`src/rtl/fast_bconv_stream.sv`:
```
// Streaming RNS fast base conversion: residues in the input basis -> residues in the target basis.
// Optional input range check is compiled in with `define FAST_BCONV_RANGE_CHECK_EN.
module fast_bconv_stream #(
  parameter int RNS_PRIME_BITS = 8,
  parameter int IN_BASIS_LEN   = 3,
  parameter int OUT_BASIS_LEN  = 2,
  parameter int LANES          = 1,
  parameter logic [RNS_PRIME_BITS-1:0] IN_BASIS [IN_BASIS_LEN] = '{8'd3, 8'd5, 8'd7},
  parameter logic [RNS_PRIME_BITS-1:0] OUT_BASIS [OUT_BASIS_LEN] = '{8'd11, 8'd13},
  parameter logic [RNS_PRIME_BITS-1:0] ZiLUT [IN_BASIS_LEN] = '{8'd2, 8'd1, 8'd1},
  parameter logic [RNS_PRIME_BITS-1:0] YMODB [OUT_BASIS_LEN][IN_BASIS_LEN] =
    '{'{8'd2, 8'd10, 8'd4}, '{8'd9, 8'd8, 8'd2}}
) (
  input  logic                                          clk,
  input  logic                                          reset_n,
  input  logic                                          in_valid,
  output logic                                          in_ready,
  input  logic [IN_BASIS_LEN-1:0][RNS_PRIME_BITS-1:0]   input_RNSint,
  output logic                                          out_valid,
  input  logic                                          out_ready,
  output logic [OUT_BASIS_LEN-1:0][RNS_PRIME_BITS-1:0]  output_RNSint,
  output logic                                          out_err
);
  localparam int W      = RNS_PRIME_BITS;
  localparam int NSTEPS = (IN_BASIS_LEN + LANES - 1) / LANES;
  localparam int SW     = $clog2(NSTEPS + 1);

  typedef logic [W-1:0]   rns_residue_t;
  typedef logic [2*W-1:0] wide_rns_residue_t;
  typedef enum logic [1:0] {IDLE, ACCUM, DONE} state_t;

  state_t       state, state_next;
  logic [SW-1:0] step;
  rns_residue_t a_q      [IN_BASIS_LEN];
  rns_residue_t acc      [OUT_BASIS_LEN];
  rns_residue_t acc_next [OUT_BASIS_LEN];
  logic         accept, finalize;

  function automatic rns_residue_t mul_mod(rns_residue_t x, rns_residue_t y, rns_residue_t m);
    wide_rns_residue_t p;
    p = wide_rns_residue_t'(x) * wide_rns_residue_t'(y);
    return rns_residue_t'(p % wide_rns_residue_t'(m));
  endfunction

  function automatic rns_residue_t add_mod(rns_residue_t x, rns_residue_t y, rns_residue_t m);
    logic [W:0] s;
    s = {1'b0, x} + {1'b0, y};
    if (s >= {1'b0, m}) s = s - {1'b0, m};
    return s[W-1:0];
  endfunction

  assign in_ready  = (state == IDLE) || ((state == DONE) && out_ready);
  assign out_valid = (state == DONE);
  assign accept    = in_valid && in_ready;
  // One extra ACCUM cycle (step == NSTEPS) moves the finished sums into the output register.
  assign finalize  = (state == ACCUM) && (step == SW'(NSTEPS));

  always_ff @(posedge clk or negedge reset_n) begin
    if (!reset_n) state <= IDLE;
    else          state <= state_next;
  end

  always_comb begin
    state_next = state;
    case (state)
      IDLE:    if (accept) state_next = ACCUM;
      ACCUM:   if (finalize) state_next = DONE;
      DONE:    if (out_ready) state_next = accept ? ACCUM : IDLE;
      default: state_next = IDLE;
    endcase
  end

  // Each lane picks its operand for the current step from a constant-indexed mux.
  always_comb begin
    rns_residue_t sel_a, sel_y;
    sel_a = '0;
    sel_y = '0;
    for (int j = 0; j < OUT_BASIS_LEN; j++) begin
      acc_next[j] = acc[j];
      for (int l = 0; l < LANES; l++) begin
        sel_a = '0;
        sel_y = '0;
        for (int s = 0; s < NSTEPS; s++) begin
          if (s * LANES + l < IN_BASIS_LEN) begin
            if (step == SW'(s)) begin
              sel_a = a_q[s * LANES + l];
              sel_y = YMODB[j][s * LANES + l];
            end
          end
        end
        acc_next[j] = add_mod(acc_next[j], mul_mod(sel_a, sel_y, OUT_BASIS[j]), OUT_BASIS[j]);
      end
    end
  end

  always_ff @(posedge clk or negedge reset_n) begin
    if (!reset_n) begin
      step <= '0;
      for (int i = 0; i < IN_BASIS_LEN; i++) a_q[i] <= '0;
      for (int j = 0; j < OUT_BASIS_LEN; j++) begin
        acc[j]           <= '0;
        output_RNSint[j] <= '0;
      end
    end else if (accept) begin
      step <= '0;
      for (int i = 0; i < IN_BASIS_LEN; i++)
        a_q[i] <= mul_mod(input_RNSint[i], ZiLUT[i], IN_BASIS[i]);
      for (int j = 0; j < OUT_BASIS_LEN; j++) acc[j] <= '0;
    end else if (state == ACCUM) begin
      if (finalize) begin
        for (int j = 0; j < OUT_BASIS_LEN; j++) output_RNSint[j] <= acc[j];
      end else begin
        step <= step + SW'(1);
        for (int j = 0; j < OUT_BASIS_LEN; j++) acc[j] <= acc_next[j];
      end
    end
  end

`ifdef FAST_BCONV_RANGE_CHECK_EN
  logic err_in, err_q;

  always_comb begin
    err_in = 1'b0;
    for (int i = 0; i < IN_BASIS_LEN; i++)
      if (input_RNSint[i] >= IN_BASIS[i]) err_in = 1'b1;
  end

  // Flag travels with its operand: captured at accept, published with the result.
  always_ff @(posedge clk or negedge reset_n) begin
    if (!reset_n) begin
      err_q   <= 1'b0;
      out_err <= 1'b0;
    end else begin
      if (accept)   err_q   <= err_in;
      if (finalize) out_err <= err_q;
    end
  end
`else
  assign out_err = 1'b0;
`endif

endmodule
```
`config.mk`:
```
export PLATFORM = sky130hd
export DESIGN_NAME = fast_bconv_stream
export DESIGN_NICKNAME = d
export VERILOG_FILES = /design/src/rtl/fast_bconv_stream.sv
export SDC_FILE = /design/constraint.sdc
export NUM_CORES = 1
export LEC_CHECK = 0
export BUFFER_PORTS_ARGS = -buffer_cell sky130_fd_sc_hd__buf_2
export CAP_MARGIN = 25
export CELL_PAD_IN_SITES_DETAIL_PLACEMENT = 0
export CELL_PAD_IN_SITES_GLOBAL_PLACEMENT = 1
export CORE_ASPECT_RATIO = 1.2
export CORE_MARGIN = 4
export CORE_UTILIZATION = 35
export CTS_BUF_LIST = sky130_fd_sc_hd__clkbuf_16
export DETAILED_ROUTE_END_ITERATION = 8
export PLACE_DENSITY = 0.68
export SLEW_MARGIN = 40
export SYNTH_ARGS = -nofsm -noshare
export SYNTH_HDL_FRONTEND = slang
export SYNTH_SLANG_ARGS = --single-unit
```
`constraint.sdc`:
```
create_clock -name clk -period 24 [get_ports clk]
set_input_delay 2.4 -clock clk [delete_from_list [all_inputs] [get_ports clk]]
set_output_delay 2.4 -clock clk [all_outputs]
set_load 0.02 [all_outputs]
```
==> results of run 1 <==
-- synthesized netlist by cell type (14+ instances only) --
library cell  number
fa_1              15
a21o_1            17
nor2_1           137
ha_1              97
xor2_1            26
nor3_1            75
and2_1            25
o21a_1            14
clkbuf_1          70
a211oi_1          19
o21ai_0          112
o31ai_1           14
mux2i_1           25
a31oi_1           18
mux2_2            23
inv_1             95
nor2b_1           31
nand3_1           46
a21oi_1          118
nand2b_1          17
dfrtp_1           60
o211ai_1          29
nand2_1          136
or3_1             14
xnor2_1           56
-- logic make-up (layout without fill, tap and decap cells) --
logic type | count (synthesis) | after routing | share of synthesized area, %
buffers and inverters | 186 | 173 | 6.249
other | 1 | 1 | 0.03191
and+or+nand+nor | 568 | 568 | 24.09
xor gates and xnor gates | 85 | 85 | 6.718
AOI/OAI and AO/OA | 541 | 541 | 32.35
DFF | 60 | 60 | 12.78
muxes | 49 | 49 | 4.461
adders and majority gates | 117 | 117 | 13.32
-- per-layer routing --
layer  GRT usage [%]  up-vias  part of all wire [%]
li1                -     5947                     -
met1           23.05     5538                    47
met2           29.67      281                    48
met3           1.086       43                   2.9
met4           3.523        0                   1.6
met5               0        -                     0
-- registers in the layout (all words and copies together) (netlist names) --
signal	cells
a_q	24
acc	16
output_RNSint	16
state	2
step	2
-- final cells by class --
class / instances / area (um2) / share of cell area [%]
sequential: 60 / 1501 / 11.89
clock inverter: 7 / 60.06 / 0.4754
inverter: 95 / 356.6 / 2.823
tap: 450 / 563.0 / 4.457
multi-input combinational: 1361 / 9568 / 75.74
clock buffer: 9 / 225.2 / 1.783
timing repair buffer: 62 / 357.8 / 2.833
-- worst paths after layout --
path / startpoint / to / slack [ns] / cells after the start
max: step[0]$_DFFE_PN0P_ / acc[6]$_DFFE_PN0P_ / 10.45 / 52
min: a_q[23]$_DFFE_PN0P_ / a_q[23]$_DFFE_PN0P_ / 0.49 / 2
max reg2reg: step[0]$_DFFE_PN0P_ / acc[6]$_DFFE_PN0P_ / 10.45 / 52
min reg2reg: a_q[23]$_DFFE_PN0P_ / a_q[23]$_DFFE_PN0P_ / 0.49 / 2
max in group asynchronous: reset_n / a_q[4]$_DFFE_PN0P_ / 21.46 / 2
min in group asynchronous: reset_n / acc[5]$_DFFE_PN0P_ / 2.14 / 2
-- critical path, delay by kind of cell (launching register included) --
family	cells	cell delay [ns]
XOR/XNOR	2	0.35
flip-flops	1	0.43
AND/OR/NAND/NOR	14	2.35
buffers and inverters	3	0.24
AO/OA/AOI/OAI	24	7.04
multiplexers	1	0.30
adder cells (fa/ha/maj)	8	2.76
-- through the flow --
stage	cell area (um2)	cells	hold slack (ns)	util (%)	setup slack, ns
floorplan	11750	1607	0.4418	-	12.74
global placement	12280	2026	0.4721	37.02	10.74
detailed placement	12310	2027	0.4812	37.11	10.62
CTS	12590	2043	0.4947	37.97	10.58
global route	12630	2044	0.5248	38.10	9.195
finish	12630	2044	0.4875	38.10	10.45
==> flow_summary.toml, run 1 <==
[run_status]
status = "finished clean"

[die]
core-area_mm2 = 0.03316
die_w_um = 175.3
die_h_um = 208.7
start_util_pct = 35.45
die_area_mm2 = 0.03659
rows = 73
ios = 47

[synthesis]
synth_seq_cells = 60
synth_area_leaders = "dfrtp_1, ha_1, a21oi_1"
synth_edf_count = 0
synth-seq-area-share_pct = 12.78
ys_async_sr_fraction_pct = 100.0
synth_area_mm2 = 0.01175
synth_cell_types = 109
synth_ff_type = "dfrtp_1"
syn_nets = 1747
synth_top_area_share_pct = 12.78
syn_inst = 1607
ys_warn_count = 0
yosysTopAreaCell = "dfrtp_1"
post_synth.cell_area_avg_um2 = 7.313

[finish]
drive_above_1_share_pct = 10.10
n_antenna_cell = 0
final_cell_mix = "nor2_1, nand2_1, a21oi_1"
filler_cell_count = 3512
nNetsFinal = 1729
syn_to_final_growth_pct = 7.484
final_common_cell = "nor2_1"

[timing]
finalSetupViolCount = 0
finalHoldViolCount = 0
tns_ns = 0
final.min_clock_period_ns = 13.56
timing.slew.headroom_pct = 41.89
final_max_slew_viol_count = 0
clock.fmax_ghz = 0.07377
clock_skew_ns = 0.007677
fin_crit_sh_pct = 56.48
tightest_slew_ns = 0.8637
grt_setup_unrepaired = "false"

[setup_path]
crit_top_cell = "ha_1"
cp-end-kind = "flop"
crit_slowest_cell = "o311ai_1"
crit_required_ns = 24.24
cp.arrival_ns = 13.79
worstSetupPathType = "flop to flop"
slowest_delay_ns = 0.59
critPathLaunchType = "flop"
cp_max_fo = 17

[route]
finalWirelength_um = 32320
drt-initial-drc-count = 944
drt_pass1_iterations = 5
ant_nets = 0
drcViolationCount = 0
routed_via_density = 5.777
vias = 11810
avgRoutedWirePerCell_um = 15.81

[worst_hold_path]
hold_class = "flop to flop"

[clock_tree]
cts_resized = 0
postCtsSetupRepairBufs = 0
clk_latency_ns = 0.32
htreeDepth = 3
root_buffer = "clkbuf_16"
cts_hold_buf = 0
cts_tree = "built"
clk_pin_slew_ns = 0.06
cts_buffers = 9
cts_sinks = 60
clk_path_buf_depth = 2

[grt]
grt_pass1_wl_um = 54270
grt_max_degree = 61
grt_pass1_vias = 10930
track_usage_pct = 16.95
grt_antenna_before_repair = 0
grt_overflow = 0

[job]
maxCapViolations = 0

[place]
dp.final_hpwl_um = 24960
port_buffers = 45
gp_congestion = 0.8563
Power of run 1 is not shown: default switching activity piles up to over one toggle a cycle in this logic, so the estimate is an artifact.
==> inputs of run 2 (changes only) <==
--- a/config.mk
+++ b/config.mk
@@ -14,7 +14,7 @@
 export CORE_UTILIZATION = 35
 export CTS_BUF_LIST = sky130_fd_sc_hd__clkbuf_16
 export DETAILED_ROUTE_END_ITERATION = 8
-export PLACE_DENSITY = 0.68
+export PLACE_DENSITY = 0.7
 export SLEW_MARGIN = 40
 export SYNTH_ARGS = -nofsm -noshare
 export SYNTH_HDL_FRONTEND = slang
==> constraint.sdc (replaced) <==
create_clock -name clk -period 12 [get_ports clk]
set_input_delay 1.2 -clock clk [delete_from_list [all_inputs] [get_ports clk]]
set_output_delay 1.2 -clock clk [all_outputs]
set_load 0.02 [all_outputs]
==> run 2 against run 1 <==
Worst setup slack got worse by 9.8 ns. Die area unchanged. Maximum frequency increased by 19%. Utilization increased by 3.4 points. Critical path depth decreased by 7. Worst hold slack got worse by 0.014 ns. Sequential share of layout area decreased by 0.97 points. Clock-buffer cell count unchanged. Via count increased by 3.4%. Clock skew about the same. Flip-flop and latch count unchanged. Cell area increased by 8.9%. Critical endpoint is now acc[9]$_DFFE_PN0P_.
==> flow_summary.toml, run 2 (same netlist as run 1, synthesis figures left out) <==
[place]
port_buffers = 45
dp.final_hpwl_um = 26180
placed_cell_area_mm2 = 0.01266
gp_congestion = 0.9381

[setup_path]
cp-end-kind = "flop"
critPathLaunchType = "flop"
cp_max_fo = 12
crit_slowest_cell = "or4_1"
cp.arrival_ns = 11.55
slowest_delay_ns = 0.50
crit_buf_inv = 5
reg2reg_setup_slack_ns = 0.65
crit_top_cell = "ha_1"
r2r-end = "acc[9]$_DFFE_PN0P_"
r2r-start = "step[0]$_DFFE_PN0P_"
worstSetupPathType = "flop to flop"
worstRegToRegCells = 45
cp_top_family = "simple AND/OR/NAND/NOR gates"
crit_required_ns = 12.19

[grt]
grt_overflow = 0
grt_pass1_wl_um = 55030
track_usage_pct = 17.40
grt_max_degree = 61
grt_pass1_vias = 11440
grt_antenna_before_repair = 0

[clock_tree]
cts_tree = "built"
clk_path_buf_depth = 2
cts_sinks = 60
clk_pin_slew_ns = 0.05
htreeDepth = 3
cts_buffers = 9
clk_latency_ns = 0.34
root_buffer = "clkbuf_16"

[route]
drcViolationCount = 0
drt-initial-drc-count = 688
routed_via_density = 5.762
avgRoutedWirePerCell_um = 15.88
drt_pass1_iterations = 5
vias = 12220
ant_nets = 0
finalWirelength_um = 33670

[die]
die_area_mm2 = 0.03659
ios = 47
start_util_pct = 35.45
die_w_um = 175.3
die_h_um = 208.7
core-area_mm2 = 0.03316
rows = 73

[finish]
final_common_cell = "nand2_1"
largest_register_ffs = 24
top_regs = "a_q (24), acc (16), output_RNSint (16)"
fin_util_pct = 41.51
syn_to_final_growth_pct = 17.10
drive_above_1_share_pct = 19.70
stdcell_area_mm2 = 0.01376
final_cell_mix = "nand2_1, nor2_1, a21oi_1"
top_register = "a_q"
n_antenna_cell = 0
nNetsFinal = 1805

[timing]
final.min_clock_period_ns = 11.35
finalSetupViolCount = 0
finalHoldViolCount = 0
fin_crit_sh_pct = 94.62
clock_skew_ns = 0.007803
final_max_slew_viol_count = 0
tightest_slew_ns = 0.7856
hold_ws_ns = 0.4732
tns_ns = 0
timing.slew.headroom_pct = 47.14
clock.fmax_ghz = 0.08807

[worst_hold_path]
worstHoldPathCells = 2
hold_start = "a_q[23]$_DFFE_PN0P_"
hold_class = "flop to flop"
worstHoldEndpoint = "a_q[23]$_DFFE_PN0P_"

[run_status]
status = "finished clean"

[job]
maxCapViolations = 0
[run 2: stage by stage]
stage               instances  worst slack, ns
CTS                      2091          0.04514
floorplan                1607           0.7448
finish                   2120           0.6452
detailed placement       2075          0.09816
global placement         2074           0.1332
global route             2120         -0.05148
[run 2: timing repair]
| item | in CTS | in global routing |
|---|---|---|
| buffers inserted | 0 | 29 |
| gates resized for setup | 0 | 123 |
| hold endpoints to repair | 0 | 0 |
| hold buffers | 0 | 0 |
| setup endpoints to repair | 0 | 16 |
[run 2: cell type report]
cell class / instances / area, um2
clock buffers: 9 / 225.2
inverters: 95 / 356.6
well taps: 450 / 563.0
flip-flops and latches: 60 / 1503
repair buffers: 138 / 952.2
clock inverters: 7 / 60.06
fillers: 3420 / 19390
multi-input cells: 1361 / 10100
[run 2: worst max path at each step]
stage,from,end,slack (ns),depth (start not counted)
final,step[0]$_DFFE_PN0P_,acc[9]$_DFFE_PN0P_,0.65,45
after global routing,step[0]$_DFFE_PN0P_,acc[14]$_DFFE_PN0P_,-0.05,51
after floorplan,step[1]$_DFFE_PN0P_,acc[6]$_DFFE_PN0P_,0.74,53
after CTS,step[0]$_DFFE_PN0P_,acc[5]$_DFFE_PN0P_,0.05,52
after detailed placement,step[0]$_DFFE_PN0P_,acc[14]$_DFFE_PN0P_,0.1,54
after global placement,step[0]$_DFFE_PN0P_,acc[5]$_DFFE_PN0P_,0.13,54
[run 2: tightest hold or removal path: stages, from the launching register on]
cell	delay, ns
dfrtp_1	0.34
nand2_1	0.05
nand2_1	0.05
[run 2: layer usage]
layer / routed length (um) / track usage, % / vias to the layer above / share of wire, %
li1: - / - / 6082 / -
met1: 14890 / 21.84 / 5798 / 44
met2: 16660 / 31.26 / 258 / 49
met3: 920 / 1.375 / 77 / 2.7
met4: 1200 / 6.070 / 0 / 3.6
met5: 0 / 0 / - / 0
Power of run 2 is left out for the same reason.
==> inputs of run 3 (changes only) <==
--- a/config.mk
+++ b/config.mk
@@ -15,6 +15,7 @@
 export CTS_BUF_LIST = sky130_fd_sc_hd__clkbuf_16
 export DETAILED_ROUTE_END_ITERATION = 8
 export PLACE_DENSITY = 0.7
+export REMOVE_ABC_BUFFERS = 1
 export SLEW_MARGIN = 40
 export SYNTH_ARGS = -nofsm -noshare
 export SYNTH_HDL_FRONTEND = slang
==> run 3 against run 2 <==
Cell area decreased by 0.53%. Global-route usage decreased by 0.074 points. Routed wire length decreased by 0.58%. Via count decreased by 0.26%. Critical path depth increased by 4. Clock-buffer cell count unchanged. Flip-flop and latch count unchanged. Utilization decreased by 0.22 points. Sequential share of layout area increased by 0.058 points. Non-clock buffer count increased by 1. Critical path type unchanged. Critical endpoint is now acc[14]$_DFFE_PN0P_. Largest cell class unchanged.
==> flow_summary.toml, run 3 (same netlist as run 1, synthesis figures left out) <==
[grt]
grt_pass1_vias = 11370
grt_pass1_wl_um = 55410
grt_max_degree = 61
track_usage_pct = 17.33
grt_overflow = 0
grt_antenna_before_repair = 0

[route]
drt-initial-drc-count = 772
drcViolationCount = 0
dr_wl_met3_um = 908
finalWirelength_um = 33480
highest_layer = "met4"
avgRoutedWirePerCell_um = 15.78
drt_pass1_iterations = 5
wl_met2_um = 16640
routed_via_density = 5.744
ant_nets = 0
vias = 12180
wl_met1_um = 15260

[finish]
nNetsFinal = 1806
n_antenna_cell = 0
syn_to_final_growth_pct = 16.48
final_common_cell = "nand2_1"
stdcell_area_mm2 = 0.01369
drive_above_1_share_pct = 18.73
top_regs = "a_q (24), acc (16), output_RNSint (16)"
top_register = "a_q"
fin_cells = 2121
largest_register_ffs = 24
final_cell_mix = "nand2_1, nor2_1, a21oi_1"

[setup_path]
r2r-end = "acc[14]$_DFFE_PN0P_"
cp_top_family = "compound AO/OA/AOI/OAI gates"
worstRegToRegCells = 49
crit_slowest_cell = "fa_1"
cp.arrival_ns = 11.74
reg2reg_setup_slack_ns = 0.51
crit_top_cell = "ha_1"
critPathLaunchType = "flop"
slowest_delay_ns = 0.53
worstSetupPathType = "flop to flop"
r2r-start = "step[0]$_DFFE_PN0P_"
cp-end-kind = "flop"
crit_required_ns = 12.25
crit_buf_inv = 5
cp_max_fo = 9

[clock_tree]
clk_pin_slew_ns = 0.06
clk_path_buf_depth = 2
cts_tree = "built"
root_buffer = "clkbuf_16"
clk_latency_ns = 0.33
cts_buffers = 9
cts_sinks = 60
htreeDepth = 3

[job]
maxCapViolations = 0

[timing]
fin_ws_ns = 0.5087
finalSetupViolCount = 0
final.min_clock_period_ns = 11.49
final_max_slew_viol_count = 0
clock_skew_ns = 0.008689
tns_ns = 0
finalHoldViolCount = 0
clock.fmax_ghz = 0.08702
timing.slew.headroom_pct = 46.91
tightest_slew_ns = 0.7891
fin_crit_sh_pct = 95.76

[worst_hold_path]
worstHoldPathCells = 2
hold_class = "flop to flop"
hold_start = "a_q[15]$_DFFE_PN0P_"
worstHoldEndpoint = "a_q[15]$_DFFE_PN0P_"

[die]
die_area_mm2 = 0.03659
die_w_um = 175.3
ios = 47
start_util_pct = 35.45
rows = 73
core-area_mm2 = 0.03316
die_h_um = 208.7

[place]
dp.final_hpwl_um = 25920
gp_congestion = 0.9216
port_buffers = 45
dp_cells = 2089
placed_cell_area_mm2 = 0.01276
place_ws_ns = 0.1238

[run_status]
status = "finished clean"
==> run 3: final cells by class <==
| class | instances | area (um2) |
|---|---|---|
| clock inverter | 7 | 91.34 |
| fill | 3450 | 19470 |
| tap | 450 | 563.0 |
| multi-input combinational | 1361 | 9996 |
| inverter | 95 | 356.6 |
| clock buffer | 9 | 225.2 |
| timing repair buffer | 139 | 954.7 |
| sequential | 60 | 1503 |
==> run 3: tightest hold or removal path, stage by stage (launching register included) <==
cell	delay, ns
dfrtp_1	0.34
nand2_1	0.05
o21ai_0	0.06
==> run 3: worst max path at each step <==
stage                         from                  end  slack [ns]  cells after the start
6_report       step[0]$_DFFE_PN0P_  acc[14]$_DFFE_PN0P_        0.51                     49
5_1_grt        step[0]$_DFFE_PN0P_  acc[14]$_DFFE_PN0P_       -0.05                     51
4_1_cts        step[1]$_DFFE_PN0P_   acc[7]$_DFFE_PN0P_        0.06                     50
3_5_place_dp   step[1]$_DFFE_PN0P_   acc[7]$_DFFE_PN0P_        0.12                     51
3_3_place_gp   step[0]$_DFFE_PN0P_  acc[14]$_DFFE_PN0P_        0.24                     53
2_1_floorplan  step[1]$_DFFE_PN0P_  acc[14]$_DFFE_PN0P_        0.38                     47
==> run 3: through the flow <==
step | util, % | hold slack [ns]
2_1_floorplan | - | 0.4418
3_3_place_gp | 38.43 | 0.4681
3_5_place_dp | 38.48 | 0.4671
4_1_cts | 39.44 | 0.4887
5_1_grt | 41.29 | 0.5055
6_report | 41.29 | 0.4911
==> run 3: metal layers <==
metal / vias to the layer above / global-route usage (%)
met2: 270 / 30.46
met5: - / 0
met1: 5775 / 22.89
met3: 49 / 1.212
li1: 6089 / -
met4: 0 / 4.878
==> run 3: what timing repair did <==
action                                  CTS  global route
gates resized for setup                   0           105
hold buffers                              0             0
endpoints found under the setup margin    0            16
buffers inserted                          0            16
Power of run 3 is left out for the same reason.
